## src/rtl/ssd1331_spi_receiver.sv

```systemverilog
// SPI mode-0 slave for the SSD1331 command/data stream. Oversamples the SPI
// pins in the clk domain, assembles MSB-first bytes, tracks command
// arguments, decodes the address window / display on-off and turns DC=1
// byte pairs into RGB565 pixel writes with window auto-increment.
module ssd1331_spi_receiver #(
  parameter int unsigned COL_MAX = 95,
  parameter int unsigned ROW_MAX = 63
) (
  input  logic        clk,
  input  logic        reset,
  input  logic        spi_cs,
  input  logic        spi_dc,
  input  logic        spi_mosi,
  input  logic        spi_sck,
  output logic        byte_valid,
  output logic [7:0]  byte_data,
  output logic        byte_dc,
  output logic        pixel_valid,
  output logic [6:0]  pixel_x,
  output logic [5:0]  pixel_y,
  output logic [15:0] pixel_rgb,
  output logic [6:0]  col_start,
  output logic [6:0]  col_end,
  output logic [5:0]  row_start,
  output logic [5:0]  row_end,
  output logic        display_on
);

  typedef enum logic [2:0] {
    StIdle,
    StArgs,
    StColArg0,
    StColArg1,
    StRowArg0,
    StRowArg1
  } dec_state_e;

  // Number of argument bytes following a command (0x15/0x75 handled separately).
  function automatic logic [3:0] arg_count(input logic [7:0] cmd);
    logic [3:0] n;
    n = 4'd0;
    case (cmd)
      8'h81, 8'h82, 8'h83, 8'h87, 8'h8A, 8'h8B, 8'h8C, 8'hA0, 8'hA1,
      8'hA2, 8'hA8, 8'hAD, 8'hB0, 8'hB1, 8'hB3, 8'hBB, 8'hBE, 8'hFD: n = 4'd1;
      8'h25:   n = 4'd4;
      8'h21:   n = 4'd7;
      8'h22:   n = 4'd10;
      default: n = 4'd0;
    endcase
    return n;
  endfunction

  logic [1:0] cs_sync_q, dc_sync_q, mosi_sync_q, sck_sync_q;
  logic       sck_q, cs_q;
  logic       sck_rise, cs_active;

  // Two-flop synchronisers plus one extra stage of sck/cs for edge detection.
  always_ff @(posedge clk) begin
    if (reset) begin
      cs_sync_q   <= 2'b11;
      dc_sync_q   <= 2'b00;
      mosi_sync_q <= 2'b00;
      sck_sync_q  <= 2'b00;
      sck_q       <= 1'b0;
      cs_q        <= 1'b1;
    end else begin
      cs_sync_q   <= {cs_sync_q[0], spi_cs};
      dc_sync_q   <= {dc_sync_q[0], spi_dc};
      mosi_sync_q <= {mosi_sync_q[0], spi_mosi};
      sck_sync_q  <= {sck_sync_q[0], spi_sck};
      sck_q       <= sck_sync_q[1];
      cs_q        <= cs_sync_q[1];
    end
  end

  assign sck_rise  = sck_sync_q[1] & ~sck_q;
  // Stay active for one cycle after cs rises so an 8th edge coinciding with
  // the cs rise still completes its byte.
  assign cs_active = ~cs_sync_q[1] | ~cs_q;

  logic [2:0] bit_cnt_q;
  logic [6:0] shift_q;

  // Bit assembly: shift on each qualified sck rise, emit a byte on the 8th.
  always_ff @(posedge clk) begin
    if (reset) begin
      bit_cnt_q  <= 3'd0;
      shift_q    <= 7'd0;
      byte_valid <= 1'b0;
      byte_data  <= 8'd0;
      byte_dc    <= 1'b0;
    end else begin
      byte_valid <= 1'b0;
      if (sck_rise && cs_active) begin
        shift_q   <= {shift_q[5:0], mosi_sync_q[1]};
        bit_cnt_q <= bit_cnt_q + 3'd1;
        if (bit_cnt_q == 3'd7) begin
          byte_valid <= 1'b1;
          byte_data  <= {shift_q, mosi_sync_q[1]};
          byte_dc    <= dc_sync_q[1];
        end
      end else if (!cs_active) begin
        bit_cnt_q <= 3'd0;
      end
    end
  end

  dec_state_e state_q;
  logic [3:0] arg_cnt_q;
  logic       pix_phase_q;
  logic [7:0] pix_hi_q;

  // Command/argument decoder, window registers and pixel assembly.
  always_ff @(posedge clk) begin
    if (reset) begin
      state_q     <= StIdle;
      arg_cnt_q   <= 4'd0;
      pix_phase_q <= 1'b0;
      pix_hi_q    <= 8'd0;
      pixel_valid <= 1'b0;
      pixel_x     <= 7'd0;
      pixel_y     <= 6'd0;
      pixel_rgb   <= 16'd0;
      col_start   <= 7'd0;
      col_end     <= 7'(COL_MAX);
      row_start   <= 6'd0;
      row_end     <= 6'(ROW_MAX);
      display_on  <= 1'b0;
    end else begin
      pixel_valid <= 1'b0;

      // Advance to the next window position after each pixel.
      if (pixel_valid) begin
        if (pixel_x == col_end) begin
          pixel_x <= col_start;
          pixel_y <= (pixel_y == row_end) ? row_start : pixel_y + 6'd1;
        end else begin
          pixel_x <= pixel_x + 7'd1;
        end
      end

      if (byte_valid && !byte_dc) begin
        unique case (state_q)
          StIdle: begin
            pix_phase_q <= 1'b0;
            if (byte_data == 8'h15) begin
              state_q <= StColArg0;
            end else if (byte_data == 8'h75) begin
              state_q <= StRowArg0;
            end else if (arg_count(byte_data) != 4'd0) begin
              arg_cnt_q <= arg_count(byte_data);
              state_q   <= StArgs;
            end
            if (byte_data == 8'hAF) display_on <= 1'b1;
            if (byte_data == 8'hAE) display_on <= 1'b0;
          end
          StArgs: begin
            arg_cnt_q <= arg_cnt_q - 4'd1;
            if (arg_cnt_q == 4'd1) state_q <= StIdle;
          end
          StColArg0: begin
            col_start <= byte_data[6:0];
            pixel_x   <= byte_data[6:0];
            state_q   <= StColArg1;
          end
          StColArg1: begin
            col_end <= byte_data[6:0];
            state_q <= StIdle;
          end
          StRowArg0: begin
            row_start <= byte_data[5:0];
            pixel_y   <= byte_data[5:0];
            state_q   <= StRowArg1;
          end
          StRowArg1: begin
            row_end <= byte_data[5:0];
            state_q <= StIdle;
          end
          default: state_q <= StIdle;
        endcase
      end else if (byte_valid) begin
        // Pixel data aborts any pending argument sequence.
        state_q <= StIdle;
        if (!pix_phase_q) begin
          pix_hi_q    <= byte_data;
          pix_phase_q <= 1'b1;
        end else begin
          pixel_rgb   <= {pix_hi_q, byte_data};
          pixel_valid <= 1'b1;
          pix_phase_q <= 1'b0;
        end
      end
    end
  end

endmodule

```

## config.mk

```make
export PLATFORM = sky130hd
export DESIGN_NAME = ssd1331_spi_receiver
export DESIGN_NICKNAME = d
export VERILOG_FILES = /design/src/rtl/ssd1331_spi_receiver.sv
export SDC_FILE = /design/constraint.sdc
export NUM_CORES = 1
export LEC_CHECK = 0
export BUFFER_PORTS_ARGS = -buffer_cell sky130_fd_sc_hd__buf_4
export CAP_MARGIN = 20
export CORE_ASPECT_RATIO = 1.4
export CORE_MARGIN = 2
export CORE_UTILIZATION = 40
export CTS_CLUSTER_DIAMETER = 60
export DETAILED_ROUTE_END_ITERATION = 10
export PLACE_DENSITY_LB_ADDON = 0.08
export SLEW_MARGIN = 20
export SYNTH_ARGS = -nofsm -noshare
export SYNTH_HDL_FRONTEND = slang
export SYNTH_SLANG_ARGS = --single-unit
```

## constraint.sdc

```tcl
create_clock -name clk -period 3.7 [get_ports clk]
set_input_delay 0.555 -clock clk [delete_from_list [all_inputs] [get_ports clk]]
set_output_delay 0.555 -clock clk [all_outputs]
set_load 0.01 [all_outputs]
```

Word-level counts from Yosys, hierarchy flattened
Cells that the tools add are included.
{"block": "word_totals", "inputBits": 6, "ff_bits": 103, "out_inout_bits": 67}
{"block": "classes", "n_reduce_logical": 22, "bitwise_logic": 9, "addsub": 4, "n_mux": 36, "n_eq_ne": 41}
{"op": "$eq A8 B8 Y1 const B", "count": 20}
{"op": "$mux W4", "count": 8}
{"op": "$mux W6", "count": 5}
{"op": "$mux W7", "count": 4}
{"op": "$eq A8 B6 Y1 const B", "count": 3}
{"op": "$mux W3", "count": 8}
{"op": "$reduce_or A18 Y1", "count": 1}
{"op": "$pmux W4 S4", "count": 1}
{"op": "$pmux W3 S4", "count": 1}
{"op": "$reduce_and A2 Y1", "count": 6}
{"op": "$reduce_and A3 Y1", "count": 4}
{"op": "$eq A3 B3 Y1 const B", "count": 3}
{"op": "$eq A8 B5 Y1 const B", "count": 1}
{"op": "$eq A8 B7 Y1 const B", "count": 1}
{"op": "$mux W1", "count": 8}
{"op": "$pmux W4 S2", "count": 1}
{"op": "$add A7 B1 Y7 const B", "count": 1}
{"op": "$eq A7 B7 Y1", "count": 1}
{"op": "$not A1 Y1", "count": 7}
{"op": "$add A6 B1 Y6 const B", "count": 1}
{"op": "$eq A3 B2 Y1 const B", "count": 2}
{"op": "$eq A6 B6 Y1", "count": 1}
{"op": "$ne A2 B2 Y1 const B", "count": 3}
{"op": "$reduce_bool A2 Y1", "count": 3}
{"op": "other kinds (16)", "count": 18}

Depth between registers and ports, before layout
{"block": "logic_depth", "ltp_word": 14, "depth_mapped": 8, "ltp_nobuf": 7}

Least setup slack after synthesis
Ideal clock, no wire load.
{"block": "synth_path", "path_kind": "reg-to-reg", "from": "register byte_data[5]", "to": "register arg_cnt_q[1]", "required_ns": 3.613, "setup_ns": 0.087, "path_buffers": 1, "t_arrival_ns": 1.888, "path_stages_with_launch": 8, "path_slack_ns": 1.725, "period_less_slack_ns": 1.975, "cell_sequence": "dfxtp_1 > buf_4 > nand2_1 > or4b_1 > o22ai_2 > nor4_2 > or4_1 > o31ai_1"}
{"block": "synth_via", "elab_chain_cells": 11}
{"element": "start, declared", "line": "16", "source": "output logic [7:0] byte_data,"}
{"element": "start signal, assigned", "line": "99", "source": "byte_data <= {shift_q, mosi_sync_q[1]};"}
{"element": "$eq A8 B8 Y1", "line": "42", "source": "case (cmd)"}
{"element": "$reduce_or A18 Y1", "line": "42"}
{"element": "$pmux W4 S4", "line": "42"}
{"element": "$mux W4", "line": "148", "source": "end else if (byte_data == 8'h75) begin"}
{"element": "$mux W4", "line": "146", "source": "if (byte_data == 8'h15) begin"}
{"element": "$mux W4", "line": "143", "source": "unique case (state_q)"}
{"element": "$mux W4", "line": "142", "source": "if (byte_valid && !byte_dc) begin"}
{"element": "$mux W4", "line": "115", "source": "if (reset) begin"}
{"element": "$reduce_bool A4 Y1", "line": "150", "source": "end else if (arg_count(byte_data) != 4'd0) begin"}
{"element": "$ne A2 B2 Y1 (no line)"}
{"element": "$reduce_and A5 Y1 (no line)"}
{"element": "end signal, assigned", "line": "151", "source": "arg_cnt_q <= arg_count(byte_data);"}
{"element": "end signal, assigned", "line": "158", "source": "arg_cnt_q <= arg_cnt_q - 4'd1;"}
{"element": "end, declared", "line": "109", "source": "logic [3:0] arg_cnt_q;"}
Several ways; a longest one is shown, not always the timed one. The select of a mux whose other input is x is not followed.
A chain may end at the register's enable or synchronous reset.

Worst setup path in the final report
{"block": "layout_path", "from": "register byte_data[0]", "to": "register arg_cnt_q[3]"}
Same word-level chain as after synthesis.

==> results by group <==
Status
  – Run status: completed

Cells and area
  – Multi-input gate area: 2370 sq um
  – Area grow syn2layout: 20.4%
  – Layout Nets: 603
  – # fillers: 1156
  – Reg area: 2060 sq um
  – Diode count: 0
  – Layout cells sized above 1: 0.174
  – Commonest cells after routing, fill and taps aside: nand2_1 (103), dfxtp_1 (103), buf_4 (75)
  – Fin area: 5560 sq um

Routing
  – Number of DRC markers in iteration 0: 200
  – Detailed Route WL: 11.7 mm
  – Routed vias/inst: 5.42
  – DRC violations left: 0
  – Pre-antenna DRT Iters: 4
  – Per-cell routed wire length: 15.8 um
  – Vias: 4012
  – Post-route ant nets: 0

Clock network
  – Htree depth: 3
  – Setup bufs post-CTS: 0
  – CTS Hold Bufs: 0
  – CTS tree: built
  – Clk sinks: 103
  – CTS Buffer Depth: 2
  – Clock root buffer: clkbuf_16
  – Number of CTS-inserted buffers: 9
  – Clock-pin slew on the worst setup and hold paths: 0.07 ns
  – Worst-Skew Late Latency: 0.34 ns
  – Cells resized by post-CTS repair: 0

Synthesis
  – Gate Count Post-Synth: 542
  – Unique masters post-synth: 62
  – Post-synth EDFFs: 0
  – Syn Nets: 554
  – Ys flop type: dfxtp_1
  – Adder-cell share of the synthesized area: 0.0163
  – YS warnings: 0
  – Post-synth ARST share: 0
  – FF+latch count, synth: 103
  – Compound-Gate Fraction of Synth Area: 0.139
  – Post-synthesis mux area share: 0.0871
  – Post-Synth XOR/XNOR Area: 0.0323
  – Avg Cell Area, Syn: 8.51 sq um
  – Register area share after synthesis: 0.447
  – Mapped Area: 4610 sq um
  – Largest family of logic cells by synthesized area: simple AND/OR/NAND/NOR gates
  – Area share of and/or/nand/nor cells after synthesis: 0.238

Timing
  – Fin crit period: 2.61 ns
  – Rel. slew slack: 0.411
  – Final Max Slew Viols: 0
  – Max Clk Rate: 382 MHz
  – Final hold viol count: 0
  – Setup total negative slack: 0 ns
  – Final Cycle Share: 0.707
  – Count of endpoints failing setup in the final report: 0
  – RSZ-0062 raised after global routing: no
  – Clock Skews: 0.00648 ns
  – Worst-Margin Slew: 0.883 ns

Floorplan
  – Die area: 12400 sq um
  – IO Count: 73
  – Initial Util: 0.409
  – Num rows: 46
  – Die height: 131 um
  – Core Region: 11300 sq um
  – Die width: 94.8 um

Worst setup path
  – Worst path arrival time: 2.88 ns
  – Worst-path fanout max: 21
  – R2R Path Start: byte_data[0]$_SDFFE_PP0P_
  – Worst reg2reg path endpoint: arg_cnt_q[3]$_SDFFE_PP0P_
  – Critical-path cell list: nor2b_2 -> or4b_1 -> o22ai_2 -> nor4_2 -> or4_1 -> o21ai_0
  – Worst path bufs/invs: 0
  – CP peak stage delay: 0.83 ns
  – Worst path slowest cell: dfxtp_1
  – Endpoint type of the worst setup path: flop
  – CP Class: reg -> reg
  – R2R depth: 6
  – Delay-heaviest family, CP: simple AND/OR/NAND/NOR gates
  – Startpoint types: flop
  – Flop2flop setup slack: 1.09 ns
  – Crit path required time: 3.97 ns

Pwr
  – Max VDD drop: 0.245 mV
  – Leakage: 2.19 nW
  – Pwr dens: 409 nW/um^2

Hold path
  – Hold_sp: spi_cs
  – Worst hold path type: in -> reg
  – Hold Path Stages: 2
  – Worst hold path endpoint: cs_sync_q[0]$_SDFF_PP1_

Global route
  – Vias in the first global route: 3905
  – Antenna violations before repair: 0
  – First-pass GRT wire length: 19.3 mm
  – Largest net degree at the start of global routing: 87
  – Grt ovf: 0
  – Tot GR Track Use: 0.196

Placed design
  – HPWL after DPL: 7.99 mm
  – Placement Cell Area: 5200 sq um
  – I/O Buffers: 72
  – Gpl congestion: 0.829

Job
  – Max Cap Viol: 0
[cell families after synthesis]
kind of cell | Yosys count
buffers and inverters | 44
XOR/XNOR | 17
AO/OA/AOI/OAI | 103
flip-flops | 103
adder cells (fa/ha/maj) | 6
multiplexers | 40
AND/OR/NAND/NOR | 229
[synthesized netlist by cell type, types with 2 or more instances]
| cell type | number | area (sq um) |
|---|---|---|
| a2111oi_0 | 2 | 17.5 |
| a211o_1 | 3 | 26.3 |
| a211oi_1 | 4 | 30.0 |
| a21oi_1 | 54 | 270 |
| a221o_1 | 2 | 20.0 |
| a31oi_1 | 4 | 25.0 |
| a32o_1 | 2 | 20.0 |
| and3_1 | 6 | 37.5 |
| and4_1 | 5 | 43.8 |
| buf_1 | 2 | 7.51 |
| buf_2 | 3 | 15.0 |
| buf_4 | 2 | 15.0 |
| clkbuf_1 | 29 | 109 |
| dfxtp_1 | 103 | 2060 |
| ha_1 | 6 | 75.1 |
| inv_1 | 7 | 26.3 |
| mux2i_1 | 39 | 390 |
| nand2_1 | 103 | 387 |
| nand2b_1 | 2 | 12.5 |
| nand3_1 | 8 | 40.0 |
| nand3b_1 | 2 | 15.0 |
| nand4_1 | 6 | 37.5 |
| nor2_1 | 46 | 173 |
| nor2b_1 | 14 | 87.6 |
| nor3_1 | 10 | 50.1 |
| nor3b_1 | 4 | 30.0 |
| nor4_1 | 2 | 12.5 |
| nor4_2 | 2 | 25.0 |
| o21ai_0 | 8 | 40.0 |
| o21ai_1 | 6 | 30.0 |
| o31a_1 | 2 | 17.5 |
| o31ai_1 | 3 | 22.5 |
| or2_2 | 4 | 25.0 |
| or3_1 | 2 | 12.5 |
| or4_1 | 2 | 15.0 |
| or4b_1 | 2 | 20.0 |
| xnor2_1 | 8 | 70.1 |
| xor2_1 | 9 | 78.8 |
[state kept, by name, indices dropped and copies added (netlist names), 3 cells and up]
| name | count |
|---|---|
| arg_cnt_q | 4 |
| bit_cnt_q | 3 |
| byte_data | 8 |
| col_end | 7 |
| col_start | 7 |
| pix_hi_q | 8 |
| pixel_rgb | 16 |
| pixel_x | 7 |
| pixel_y | 6 |
| row_end | 6 |
| row_start | 6 |
| shift_q | 7 |
| state_q | 3 |
[power by group]
group / internal [W] / switching (W) / leakage, nW
combinational: 0.0000177 / 0.0000280 / 1.18
sequential: 0.00112 / 0.00000691 / 0.832
clock: 0.000698 / 0.000408 / 0.176
[per-stage QoR]
| step | power (W) | hold slack (ns) | utilization | cells | worst slack [ns] |
|---|---|---|---|---|---|
| after floorplan | 0.00118 | 0.389 | - | 542 | 1.72 |
| after global placement | 0.00119 | 0.391 | 0.461 | 724 | 1.21 |
| after detailed placement | 0.00119 | 0.402 | 0.461 | 724 | 1.08 |
| after CTS | 0.00230 | 0.380 | 0.492 | 740 | 1.07 |
| after global routing | 0.00235 | 0.399 | 0.492 | 740 | 0.844 |
| final | 0.00227 | 0.391 | 0.492 | 740 | 1.09 |
[worst register-to-register path, stage by stage (launching register included)]
cell     delay, ns
dfxtp_1       0.83
nor2b_2       0.37
or4b_1        0.49
o22ai_2       0.19
nor4_2        0.10
or4_1         0.47
o21ai_0       0.09
[how the worst max path moves through the flow]
stage | start | end | depth (start not counted)
after floorplan | byte_data[5]$_SDFFE_PP0P_ | arg_cnt_q[1]$_SDFFE_PP0P_ | 7
after global placement | byte_data[0]$_SDFFE_PP0P_ | arg_cnt_q[1]$_SDFFE_PP0P_ | 6
after detailed placement | byte_data[0]$_SDFFE_PP0P_ | arg_cnt_q[1]$_SDFFE_PP0P_ | 6
after CTS | byte_data[0]$_SDFFE_PP0P_ | arg_cnt_q[3]$_SDFFE_PP0P_ | 6
after global routing | byte_data[0]$_SDFFE_PP0P_ | arg_cnt_q[1]$_SDFFE_PP0P_ | 6
final | byte_data[0]$_SDFFE_PP0P_ | arg_cnt_q[3]$_SDFFE_PP0P_ | 6
[final cells by class]
cell class,count,share of cell area
clock buffers,11,0.0455
clock inverters,5,0.0187
inverters,7,0.00473
multi-input cells,395,0.426
flip-flops and latches,103,0.371
well taps,144,0.0324
repair buffers,75,0.101
[layer usage]
| metal | wire (um) | GRT usage | vias to the layer above | part of all wire |
|---|---|---|---|---|
| met5 | 0 | 0 | - | 0 |
| met4 | 168 | 0.0725 | 0 | 0.014 |
| met3 | 468 | 0.0326 | 16 | 0.040 |
| met2 | 5830 | 0.332 | 86 | 0.50 |
| met1 | 5240 | 0.250 | 1921 | 0.45 |
| li1 | - | - | 1989 | - |
No activity file was read; power rests on OpenSTA's default activity.
